`config.mk`:
```
export PLATFORM = sky130hd
export DESIGN_NAME = booth_bitpair_mul
export DESIGN_NICKNAME = d
export VERILOG_FILES = /design/src/rtl/booth_bitpair_mul.sv
export SDC_FILE = /design/constraint.sdc
export NUM_CORES = 1
export LEC_CHECK = 0
export BUFFER_PORTS_ARGS = -buffer_cell sky130_fd_sc_hd__clkbuf_2
export CAP_MARGIN = 10
export CORE_MARGIN = 2
export CORE_UTILIZATION = 32
export CTS_CLUSTER_DIAMETER = 60
export DETAILED_ROUTE_END_ITERATION = 10
export GPL_TIMING_DRIVEN = 0
export SETUP_SLACK_MARGIN = 0.1
export SLEW_MARGIN = 20
export SYNTH_ARGS = -nofsm -noshare
export SYNTH_HDL_FRONTEND = slang
export SYNTH_SLANG_ARGS = --single-unit
```
`constraint.sdc`:
```
create_clock -name clk -period 7.1 [get_ports clk]
set_clock_uncertainty 0.2 [all_clocks]
set_input_delay 0.355 -clock clk [delete_from_list [all_inputs] [get_ports clk]]
set_output_delay 0.355 -clock clk [all_outputs]
set_load 0.01 [all_outputs]
```
`src/rtl/booth_bitpair_mul.sv`:
```
// Sequential signed WIDTHxWIDTH multiplier using radix-4 (bit-pair) Booth recoding.
// One add/shift step per clock through a chain of 4-bit CLA groups; product lands on hi/lo.

module booth_bitpair_cla4 (
  input  logic [3:0] a_i,
  input  logic [3:0] b_i,
  input  logic       c_i,
  output logic [3:0] s_o,
  output logic       g_o,
  output logic       p_o
);
  logic [3:0] g;
  logic [3:0] p;
  logic [3:0] c;

  assign g = a_i & b_i;
  assign p = a_i ^ b_i;

  assign c[0] = c_i;
  assign c[1] = g[0] | (p[0] & c_i);
  assign c[2] = g[1] | (p[1] & g[0]) | (p[1] & p[0] & c_i);
  assign c[3] = g[2] | (p[2] & g[1]) | (p[2] & p[1] & g[0]) | (p[2] & p[1] & p[0] & c_i);

  assign s_o = p ^ c;
  assign g_o = g[3] | (p[3] & g[2]) | (p[3] & p[2] & g[1]) | (p[3] & p[2] & p[1] & g[0]);
  assign p_o = &p;
endmodule

module booth_bitpair_mul #(
  parameter int WIDTH = 32
) (
  input  logic             clk,
  input  logic             clr,
  input  logic             start,
  input  logic [WIDTH-1:0] multiplicand,
  input  logic [WIDTH-1:0] multiplier,
  output logic             busy,
  output logic             done,
  output logic [WIDTH-1:0] hi,
  output logic [WIDTH-1:0] lo
);
  localparam int STEPS = WIDTH / 2;
  localparam int AW    = WIDTH + 2;   // accumulator: room for +/-2M
  localparam int CW    = WIDTH + 4;   // adder width, a whole number of 4-bit groups
  localparam int NG    = CW / 4;
  localparam int CNT_W = $clog2(STEPS);
  localparam logic [CNT_W-1:0] LAST_STEP = CNT_W'(STEPS - 1);

  typedef enum logic [1:0] {
    S_IDLE,
    S_RUN,
    S_DONE
  } state_e;

  state_e             state_q, state_d;
  logic [WIDTH-1:0]   m_q, m_d;
  logic [AW-1:0]      a_q, a_d;
  logic [WIDTH-1:0]   q_q, q_d;
  logic               qm1_q, qm1_d;
  logic [CNT_W-1:0]   cnt_q, cnt_d;
  logic               busy_q, busy_d;
  logic               done_q, done_d;
  logic [WIDTH-1:0]   hi_q, hi_d;
  logic [WIDTH-1:0]   lo_q, lo_d;

  // Booth recoding of {Q[1],Q[0],Q[-1]} into a magnitude and a subtract flag.
  logic [AW-1:0] m_ext, m2_ext, pp_mag, pp_opnd;
  logic          pp_neg;

  assign m_ext  = {{2{m_q[WIDTH-1]}}, m_q};
  assign m2_ext = {m_q[WIDTH-1], m_q, 1'b0};

  // NOTE: every signal written in an always_comb gets a default first, so no path leaves it unassigned and no latch is inferred.
  always_comb begin
    pp_mag = '0;
    pp_neg = 1'b0;
    case ({q_q[1:0], qm1_q})
      3'b001, 3'b010: pp_mag = m_ext;
      3'b011:         pp_mag = m2_ext;
      3'b100: begin
        pp_mag = m2_ext;
        pp_neg = 1'b1;
      end
      3'b101, 3'b110: begin
        pp_mag = m_ext;
        pp_neg = 1'b1;
      end
      default: ;
    endcase
  end

  assign pp_opnd = pp_neg ? ~pp_mag : pp_mag;

  // Adder: chained 4-bit CLA groups, group g/p forming the inter-group carries.
  logic [CW-1:0] add_a, add_b, sum;
  logic [NG-1:0] grp_g, grp_p, carry;
  logic          cout_unused;

  assign add_a    = {{2{a_q[AW-1]}}, a_q};
  assign add_b    = {{2{pp_opnd[AW-1]}}, pp_opnd};
  assign carry[0] = pp_neg;

  for (genvar gi = 0; gi < NG; gi++) begin : g_cla
    booth_bitpair_cla4 u_cla4 (
      .a_i (add_a[4*gi +: 4]),
      .b_i (add_b[4*gi +: 4]),
      .c_i (carry[gi]),
      .s_o (sum[4*gi +: 4]),
      .g_o (grp_g[gi]),
      .p_o (grp_p[gi])
    );
    if (gi < NG - 1) begin : g_lookahead
      assign carry[gi+1] = grp_g[gi] | (grp_p[gi] & carry[gi]);
    end
  end

  assign cout_unused = grp_g[NG-1] | (grp_p[NG-1] & carry[NG-1]);

  // The sum is already sign-extended by two bits, so dropping its two low
  // bits is exactly the arithmetic right shift of the accumulator.
  logic [AW-1:0]    a_step;
  logic [WIDTH-1:0] q_step;
  logic             qm1_step;

  assign a_step   = sum[CW-1:2];
  assign q_step   = {sum[1:0], q_q[WIDTH-1:2]};
  assign qm1_step = q_q[1];

  always_comb begin
    state_d = state_q;
    m_d     = m_q;
    a_d     = a_q;
    q_d     = q_q;
    qm1_d   = qm1_q;
    cnt_d   = cnt_q;
    hi_d    = hi_q;
    lo_d    = lo_q;

    case (state_q)
      S_IDLE, S_DONE: begin
        // The edge leaving DONE also serves as the first IDLE sample.
        state_d = S_IDLE;
        if (start) begin
          m_d     = multiplicand;
          q_d     = multiplier;
          a_d     = '0;
          qm1_d   = 1'b0;
          cnt_d   = '0;
          state_d = S_RUN;
        end
      end
      S_RUN: begin
        a_d   = a_step;
        q_d   = q_step;
        qm1_d = qm1_step;
        cnt_d = cnt_q + CNT_W'(1);
        if (cnt_q == LAST_STEP) begin
          state_d = S_DONE;
          hi_d    = a_step[WIDTH-1:0];
          lo_d    = q_step;
        end
      end
      default: state_d = S_IDLE;
    endcase

    busy_d = (state_d != S_IDLE);
    done_d = (state_d == S_DONE);
  end

  // NOTE: sequential state uses non-blocking assignments so every register samples pre-edge values.
  // NOTE: the operand and accumulator registers are reset as well, so an aborted operation leaves no trace.
  always_ff @(posedge clk or negedge clr) begin
    if (!clr) begin
      state_q <= S_IDLE;
      m_q     <= '0;
      a_q     <= '0;
      q_q     <= '0;
      qm1_q   <= 1'b0;
      cnt_q   <= '0;
      busy_q  <= 1'b0;
      done_q  <= 1'b0;
      hi_q    <= '0;
      lo_q    <= '0;
    end else begin
      state_q <= state_d;
      m_q     <= m_d;
      a_q     <= a_d;
      q_q     <= q_d;
      qm1_q   <= qm1_d;
      cnt_q   <= cnt_d;
      busy_q  <= busy_d;
      done_q  <= done_d;
      hi_q    <= hi_d;
      lo_q    <= lo_d;
    end
  end

  assign busy = busy_q;
  assign done = done_q;
  assign hi   = hi_q;
  assign lo   = lo_q;
endmodule

```
==> results.py, run 1 <==
metrics = {
    "outcome": {
        "status": "complete, no violations",
    },
    "finish": {
        "final_layout_size_suffix_gt1_share_pct": 17.3,
        "utilization_pct": 41.2,
        "final_cell_mix": "nand2_1 (328), dfrtp_1 (171), clkbuf_2 (131), dlygate4sd3_1 (65), a22oi_1 (63)",
        "area_growth_pct": 27.5,
        "fill_cells": 2646,
        "fin_cells": 1477,
        "antenna-diode-count": 0,
        "final_net_count": 1238,
        "final_common_cell": "nand2_1",
    },
    "placement": {
        "dpl.cell_count": 1380,
        "gp_congestion": 0.848,
        "portBuffers": 132,
        "hpwl_mm": 17.3,
    },
    "clocking": {
        "h-tree-depth": 4,
        "cts_buffers": 17,
        "cts_root_buf": "clkbuf_16",
        "post_cts_buffers": 0,
        "clockBufferDepth": 2,
        "cts_tree": "done",
        "clk_pin_slew_ns": 0.08,
        "cts.sinks": 171,
        "clk_latency_ns": 0.44,
    },
    "detailed_routing": {
        "top_layer": "met4",
        "met2_length_mm": 10.9,
        "vias": 7273,
        "met3_length_mm": 1.16,
        "drt-met1-wl_mm": 11.9,
        "detail-route-antenna-nets": 0,
        "route.detailed.drc": 0,
        "via_per_inst": 4.92,
        "drt_iter0_drc": 557,
        "drtPass1Iterations": 5,
        "routed_wl_mm": 24.2,
        "wire_per_inst_um": 16.4,
    },
    "sta": {
        "hold_viol": 0,
        "setup_tns_ns": 0,
        "drv_slew": 0,
        "grt_setup_unrepaired": "no",
        "slew_headroom_pct": 47.5,
        "timing.fmax_ghz": 0.195,
        "finalCritPeriodShare_pct": 72.3,
        "period_needed_ns": 5.14,
        "setup_viol": 0,
        "worst_pin_slew_ns": 0.787,
        "timing.hold.ws_ns": 0.175,
    },
    "die": {
        "rows": 60,
        "io_pins": 133,
        "coreArea_mm2": 0.0267,
        "die_area_mm2": 0.0283,
        "die_h_um": 168,
        "dieWidth_um": 168,
        "start_util_pct": 32.3,
    },
    "setup_path": {
        "path_class": "reg -> reg",
        "start_kind": "flip-flop",
        "critPathRequiredTime_ns": 7.22,
        "cp_max_fo": 10,
        "end_kind": "flip-flop",
        "critPathLaunch": "q_q[0]",
        "cp.arrival_ns": 5.26,
        "r2r-start": "q_q[0]",
    },
    "job": {
        "maxCapViolCount": 0,
    },
    "worst_hold_path": {
        "holdCritPathClass": "in -> async",
    },
    "logic_synthesis": {
        "syn_area_per_cell_um2": 9.55,
        "ys_async_sr_fraction_pct": 100,
        "ys_ff_latch": 171,
        "syn_area_mm2": 0.00864,
        "yosysUniqueCellTypes": 53,
        "syn_inst": 905,
        "synthFlopType": "dfrtp_1",
        "yosysWarnings": 0,
        "synth_nets": 1020,
        "seq_area_frac_synth_pct": 49.5,
        "synth-edff-count": 0,
    },
    "grt": {
        "grt_antenna_before_repair": 0,
        "grt_pass1_vias": 7353,
        "grt_pass1_wl_mm": 39.5,
        "grt_max_degree": 75,
        "track_usage_pct": 17.8,
        "grt-ovfl-total": 0,
    },
}
path summary, 6_finish.rpt:
check,end,slack [ns],cells past startpoint
worst max-delay path,a_q[23],1.96,17
worst min-delay path,lo[5],0.17,2
worst max register to register,a_q[23],1.96,17
worst min register to register,hi[8],0.27,2
max in group asynchronous,a_q[29],5.84,3
min in group clk,hi[8],0.27,2
layer usage:
metal  vias to the layer above  track usage (%)
li1                       3517                -
met1                      3527             25.3
met2                       211             28.1
met3                        18             3.22
met4                         0             4.39
met5                         -                0
sequential cells by signal, indices dropped and copies added, names as in the netlist:
name and count:
busy 1, q_q 32, qm1_q 1, done 1, cnt_q 4, a_q 34, state_q 2, m_q 32
lo 32, hi 32
synth_stat cells (4+ instances only):
| library cell | count | share of area [%] |
|---|---|---|
| nor3_1 | 6 | 0.35 |
| xnor2_1 | 11 | 1.1 |
| nor2_1 | 7 | 0.30 |
| dfrtp_1 | 171 | 50 |
| buf_1 | 6 | 0.26 |
| nand2_1 | 328 | 14 |
| o21ai_0 | 38 | 2.2 |
| inv_1 | 17 | 0.74 |
| a22oi_1 | 63 | 5.5 |
| xor2_1 | 47 | 4.8 |
| a31oi_1 | 7 | 0.51 |
| a21oi_1 | 16 | 0.93 |
| nor2b_1 | 4 | 0.29 |
| mux2_2 | 7 | 0.91 |
| fa_1 | 8 | 1.9 |
| nand4_1 | 4 | 0.29 |
| clkbuf_1 | 38 | 1.7 |
| and3_1 | 6 | 0.43 |
| a22o_1 | 23 | 2.3 |
| ha_1 | 40 | 5.8 |
| buf_2 | 6 | 0.35 |
| nand3_1 | 9 | 0.52 |
| nand2b_1 | 6 | 0.43 |
metrics by stage:
step	area, µm²	worst slack [ns]
after global placement	9730	2.08
after detailed placement	9790	2.04
after floorplan	8640	2.59
after global routing	11000	1.67
after CTS	11000	1.99
final	11000	1.96
logic make-up after synthesis:
logic type / share of synthesized area, %
simple gates: 17.7
compound gates: 15.2
flops: 49.5
buf+inv: 3.00
xor+xnor: 5.88
fa+ha+maj: 7.65
mux: 1.09
cell type report:
| cell class | count | area [µm²] | share of cell area, % |
|---|---|---|---|
| Sequential cell | 171 | 4280 | 38.8 |
| Multi-Input combinational cell | 667 | 4100 | 37.2 |
| Timing Repair Buffer | 199 | 1380 | 12.5 |
| Tap cell | 341 | 427 | 3.87 |
| Clock buffer | 17 | 425 | 3.86 |
| Buffer | 50 | 195 | 1.77 |
| Clock inverter | 15 | 151 | 1.37 |
| Inverter | 17 | 63.8 | 0.579 |
critical path: stages (launching register included):
cell and delay (ns):
dfrtp_1 0.40, inv_1 0.09, ha_1 0.19, nor3_1 0.39, nand2b_1 0.16, clkbuf_1 0.38
buf_2 0.38, xor2_1 0.28, ha_1 0.32, and3_4 0.21, and2_4 0.16, a221oi_4 0.28
o211ai_4 0.21, a221o_1 0.37, a21o_1 0.21, fa_1 0.40, xor2_1 0.19, a22o_1 0.19
what timing repair did:
action | 4_1_cts | 5_1_grt
hold buffers | 65 | 0
endpoints found under the hold margin | 146 | 0
gates resized for setup | 0 | 0
Power of run 1 is left out: the tool's default activity adds up to more than one toggle a clock period on the data nets, which glitch-free logic cannot reach.
==> run 2: changes to the inputs <==
==> constraint.sdc (replaced) <==
create_clock -name clk -period 4.6 [get_ports clk]
set_clock_uncertainty 0.2 [all_clocks]
set_input_delay 0.23 -clock clk [delete_from_list [all_inputs] [get_ports clk]]
set_output_delay 0.23 -clock clk [all_outputs]
set_load 0.01 [all_outputs]
==> results.py, run 2 (synthesized netlist as in run 1, its figures left out) <==
metrics = {
    "outcome": {
        "status": "complete, no violations",
    },
    "die": {
        "io_pins": 133,
        "coreArea_mm2": 0.0267,
        "die_area_mm2": 0.0283,
        "rows": 60,
        "start_util_pct": 32.3,
        "dieWidth_um": 168,
        "die_h_um": 168,
    },
    "detailed_routing": {
        "route.detailed.drc": 0,
        "via_per_inst": 4.85,
        "detail-route-antenna-nets": 0,
        "vias": 7214,
        "routed_wl_mm": 24.7,
        "drtPass1Iterations": 5,
        "wire_per_inst_um": 16.6,
        "drt_iter0_drc": 711,
    },
    "clocking": {
        "clockBufferDepth": 2,
        "clk_latency_ns": 0.44,
        "cts.sinks": 171,
        "cts_buffers": 17,
        "clk_pin_slew_ns": 0.07,
        "h-tree-depth": 4,
        "cts_tree": "done",
        "cts_root_buf": "clkbuf_16",
    },
    "setup_path": {
        "cp.arrival_ns": 4.48,
        "rr_worst_depth": 16,
        "cp_max_fo": 10,
        "start_kind": "flip-flop",
        "critPathRequiredTime_ns": 4.73,
        "rr_endpoint": "a_q[23]",
        "r2r_slack_ns": 0.25,
        "crit_end": "a_q[23]",
        "end_kind": "flip-flop",
        "critPathLaunch": "q_q[0]",
        "r2r-start": "q_q[0]",
        "path_class": "reg -> reg",
    },
    "finish": {
        "final_common_cell": "nand2_1",
        "final_cell_area_mm2": 0.0113,
        "fill_cells": 2622,
        "antenna-diode-count": 0,
        "area_growth_pct": 30.4,
        "final_cell_mix": "nand2_1 (328), dfrtp_1 (171), clkbuf_2 (134), dlygate4sd3_1 (65), a22oi_1 (53)",
        "final_net_count": 1248,
        "final_layout_size_suffix_gt1_share_pct": 20.9,
        "utilization_pct": 42.2,
        "regMostFlops": "a_q",
        "largest_register_ff_count": 34,
    },
    "grt": {
        "grt_max_degree": 89,
        "track_usage_pct": 17.8,
        "grt-ovfl-total": 0,
        "grt_pass1_vias": 7331,
        "grt_antenna_before_repair": 0,
        "grt_pass1_wl_mm": 39.5,
    },
    "sta": {
        "finalCritPeriodShare_pct": 94.5,
        "worst_pin_slew_ns": 0.822,
        "slew_headroom_pct": 45.2,
        "grt_setup_unrepaired": "no",
        "drv_slew": 0,
        "timing.fmax_ghz": 0.230,
        "fin_ws_ns": 0.252,
        "hold_viol": 0,
        "period_needed_ns": 4.35,
        "setup_viol": 0,
    },
    "placement": {
        "place_area_mm2": 0.00976,
        "place_ws_ns": -0.516,
        "gp_congestion": 0.887,
        "portBuffers": 132,
        "hpwl_mm": 17.3,
    },
    "job": {
        "maxCapViolCount": 0,
    },
    "worst_hold_path": {
        "holdCritPathClass": "in -> reg",
    },
}
==> run 2: metal layers <==
metal	share of wire (%)	track usage, %	vias up
met5	0	0	-
met4	1.8	5.47	0
met3	4.5	2.89	29
met1	50	25.8	3453
li1	-	-	3520
met2	44	27.1	212
==> run 2: final cells by class <==
cell class              instances  area (µm²)  area share (%)
clock inverters                13         131            1.17
flip-flops and latches        171        4280            38.0
multi-input cells             667        4260            37.8
repair buffers                210        1440            12.8
well taps                     341         427            3.79
plain buffers                  49         239            2.12
inverters                      17        63.8           0.566
clock buffers                  18         429            3.81
==> run 2: repair_timing <==
action / 4_1_cts / 5_1_grt
hold buffers: 65 / 0
gates resized for setup: 16 / 40
endpoints found under the hold margin: 151 / 0
pin swaps: 2 / 12
endpoints found under the setup margin: 38 / 12
setup buffers: 2 / 10
==> run 2: how the worst min path moves through the flow <==
stage,to,cells past startpoint,startpoint,slack [ns]
2_1_floorplan,a_q[0],0,clr,-0.27
3_3_place_gp,m_q[18],3,multiplicand[18],0.22
3_5_place_dp,lo[5],1,clr,0.14
4_1_cts,m_q[1],5,start,0.13
5_1_grt,m_q[1],5,start,0.22
6_report,m_q[1],5,start,0.15
==> run 2: metrics by stage <==
step | setup TNS (ns) | hold WS [ns] | cells
after global routing | 0 | 0.218 | 1486
after detailed placement | -4.71 | 0.145 | 1379
after CTS | 0 | 0.130 | 1476
final | 0 | 0.155 | 1486
after floorplan | 0 | -0.266 | 905
after global placement | -24.12 | 0.223 | 1378
==> run 2: worst max-delay path, stage by stage, from the launching register on <==
cell      delay, ns
dfrtp_1        0.40
inv_1          0.09
ha_2           0.21
mux2_4         0.31
buf_4          0.19
a22oi_2        0.18
xor2_2         0.17
ha_2           0.32
and3_4         0.20
and2_4         0.16
a221oi_4       0.28
o211ai_4       0.16
a221o_1        0.37
a21o_1         0.20
fa_1           0.40
xor2_1         0.19
a22o_1         0.19
Power of run 2 is left out for the same reason.
==> run 3: changes to the inputs <==
--- a/config.mk
+++ b/config.mk
@@ -16,4 +16,5 @@
 export SLEW_MARGIN = 20
 export SYNTH_ARGS = -nofsm -noshare
 export SYNTH_HDL_FRONTEND = slang
+export SYNTH_HIERARCHICAL = 1
 export SYNTH_SLANG_ARGS = --single-unit
==> results.py, run 3 <==
metrics = {
    "worst_hold_path": {
        "holdCritPathClass": "in -> reg",
        "hold_depth": 5,
    },
    "placement": {
        "dpl.cell_count": 1330,
        "hpwl_mm": 15.9,
        "gp_congestion": 0.777,
        "portBuffers": 132,
    },
    "clocking": {
        "cts_buffers": 17,
        "clockBufferDepth": 2,
        "cts.sinks": 171,
        "clk_latency_ns": 0.44,
        "clk_pin_slew_ns": 0.07,
        "cts_root_buf": "clkbuf_16",
        "h-tree-depth": 4,
        "cts_tree": "done",
    },
    "detailed_routing": {
        "vias": 6762,
        "wire_per_inst_um": 15.7,
        "via_per_inst": 4.73,
        "detail-route-antenna-nets": 0,
        "drtPass1Iterations": 4,
        "route.detailed.drc": 0,
        "drt_iter0_drc": 455,
        "routed_wl_mm": 22.4,
    },
    "finish": {
        "area_growth_pct": 27.5,
        "final_net_count": 1166,
        "final_common_cell": "nand2_1",
        "utilization_pct": 41.3,
        "final_cell_mix": "nand2_1 (174), dfrtp_1 (171), clkbuf_2 (133), dlygate4sd3_1 (65), mux2_1 (64)",
        "largest_register_ff_count": 34,
        "regMostFlops": "a_q",
        "fin_cells": 1431,
        "final_layout_size_suffix_gt1_share_pct": 22.8,
        "antenna-diode-count": 0,
    },
    "grt": {
        "grt_pass1_vias": 6777,
        "grt_max_degree": 88,
        "grt_pass1_wl_mm": 36.3,
        "track_usage_pct": 15.9,
        "grt-ovfl-total": 0,
        "grt_antenna_before_repair": 0,
    },
    "setup_path": {
        "start_kind": "flip-flop",
        "cp_max_fo": 10,
        "end_kind": "flip-flop",
        "crit_top_cell": "inv_1",
        "rr_worst_depth": 18,
        "slowest_stage": "fa_1",
        "cp.arrival_ns": 4.43,
        "worstPathCellList": "inv_1 > ha_2 > mux2_4 > buf_6 > a22oi_2 > xnor2_1 > ha_1 > nand3_1 > nand2_1 > a21o_1 > nor4_4 > o31ai_4 > a21oi_4 > a211oi_4 > inv_1 > fa_1 > inv_1 > mux2_1",
        "critPathRequiredTime_ns": 4.72,
        "path_class": "reg -> reg",
        "cp_slowest_stage_delay_ns": 0.50,
    },
    "logic_synthesis": {
        "syn_inst": 819,
        "syn_area_mm2": 0.00895,
        "synth_nets": 945,
        "yosysWarnings": 6,
        "syn_area_per_cell_um2": 10.9,
    },
    "sta": {
        "setup_viol": 0,
        "finalCritPeriodShare_pct": 93.7,
        "timing.fmax_ghz": 0.232,
        "timing.hold.ws_ns": 0.111,
        "hold_viol": 0,
        "slew_headroom_pct": 52.2,
        "grt_setup_unrepaired": "yes",
        "period_needed_ns": 4.31,
        "drv_slew": 0,
        "worst_pin_slew_ns": 0.717,
    },
    "die": {
        "rows": 61,
        "start_util_pct": 32.4,
        "die_h_um": 171,
        "dieWidth_um": 171,
        "coreArea_mm2": 0.0276,
        "io_pins": 133,
        "die_area_mm2": 0.0293,
    },
    "job": {
        "maxCapViolCount": 0,
    },
    "outcome": {
        "status": "complete, no violations",
    },
}
==> run 3: final cells by class <==
type	count	area, µm²
fillers	2725	16200
multi-input cells	564	4290
flip-flops and latches	171	4280
repair buffers	202	1380
well taps	378	473
clock buffers	21	470
plain buffers	44	282
inverters	40	150
clock inverters	11	87.6
==> run 3: repair_timing <==
item                                    4_1_cts  5_1_grt
endpoints found under the setup margin       23       27
resized for setup                             3       16
pin swaps                                     0        8
hold buffers                                 65        0
setup buffers                                 0        4
endpoints found under the hold margin       148        0
==> run 3: worst max-delay path, delay by kind of cell (launching register included) <==
kind	cells	cell delay [ns]
flops	1	0.37
xor+xnor	1	0.09
mux	2	0.60
compound gates	5	1.17
simple gates	3	0.27
buf+inv	4	0.40
fa+ha+maj	3	1.10
==> run 3: per-layer routing <==
metal	part of all wire, %	vias up	routed length (µm)	GRT usage (%)
li1	-	3283	-	-
met1	47	3319	10500	21.5
met2	46	141	10400	24.9
met3	5.5	19	1240	4.69
met4	1.4	0	324	4.50
met5	0	-	0	0
==> run 3: final timing paths <==
path | slack, ns | end | start
min in group asynchronous | 0.19 | q_q[23] | clr
worst max register to register | 0.29 | hi[30] | q_q[0]
worst min-delay path | 0.11 | m_q[0] | start
max in group asynchronous | 3.10 | hi[13] | clr
worst max-delay path | 0.29 | hi[30] | q_q[0]
worst min register to register | 0.28 | hi[13] | hi[13]
==> run 3: metrics by stage <==
step	setup WS [ns]	setup TNS, ns	area (µm²)
floorplan	0.601	0	8950
global placement	-0.220	-35.13	10100
detailed placement	-0.189	-1.57	10100
CTS	0.133	0	11300
global route	0.0766	0	11400
finish	0.288	0	11400
Power of run 3 is left out for the same reason.
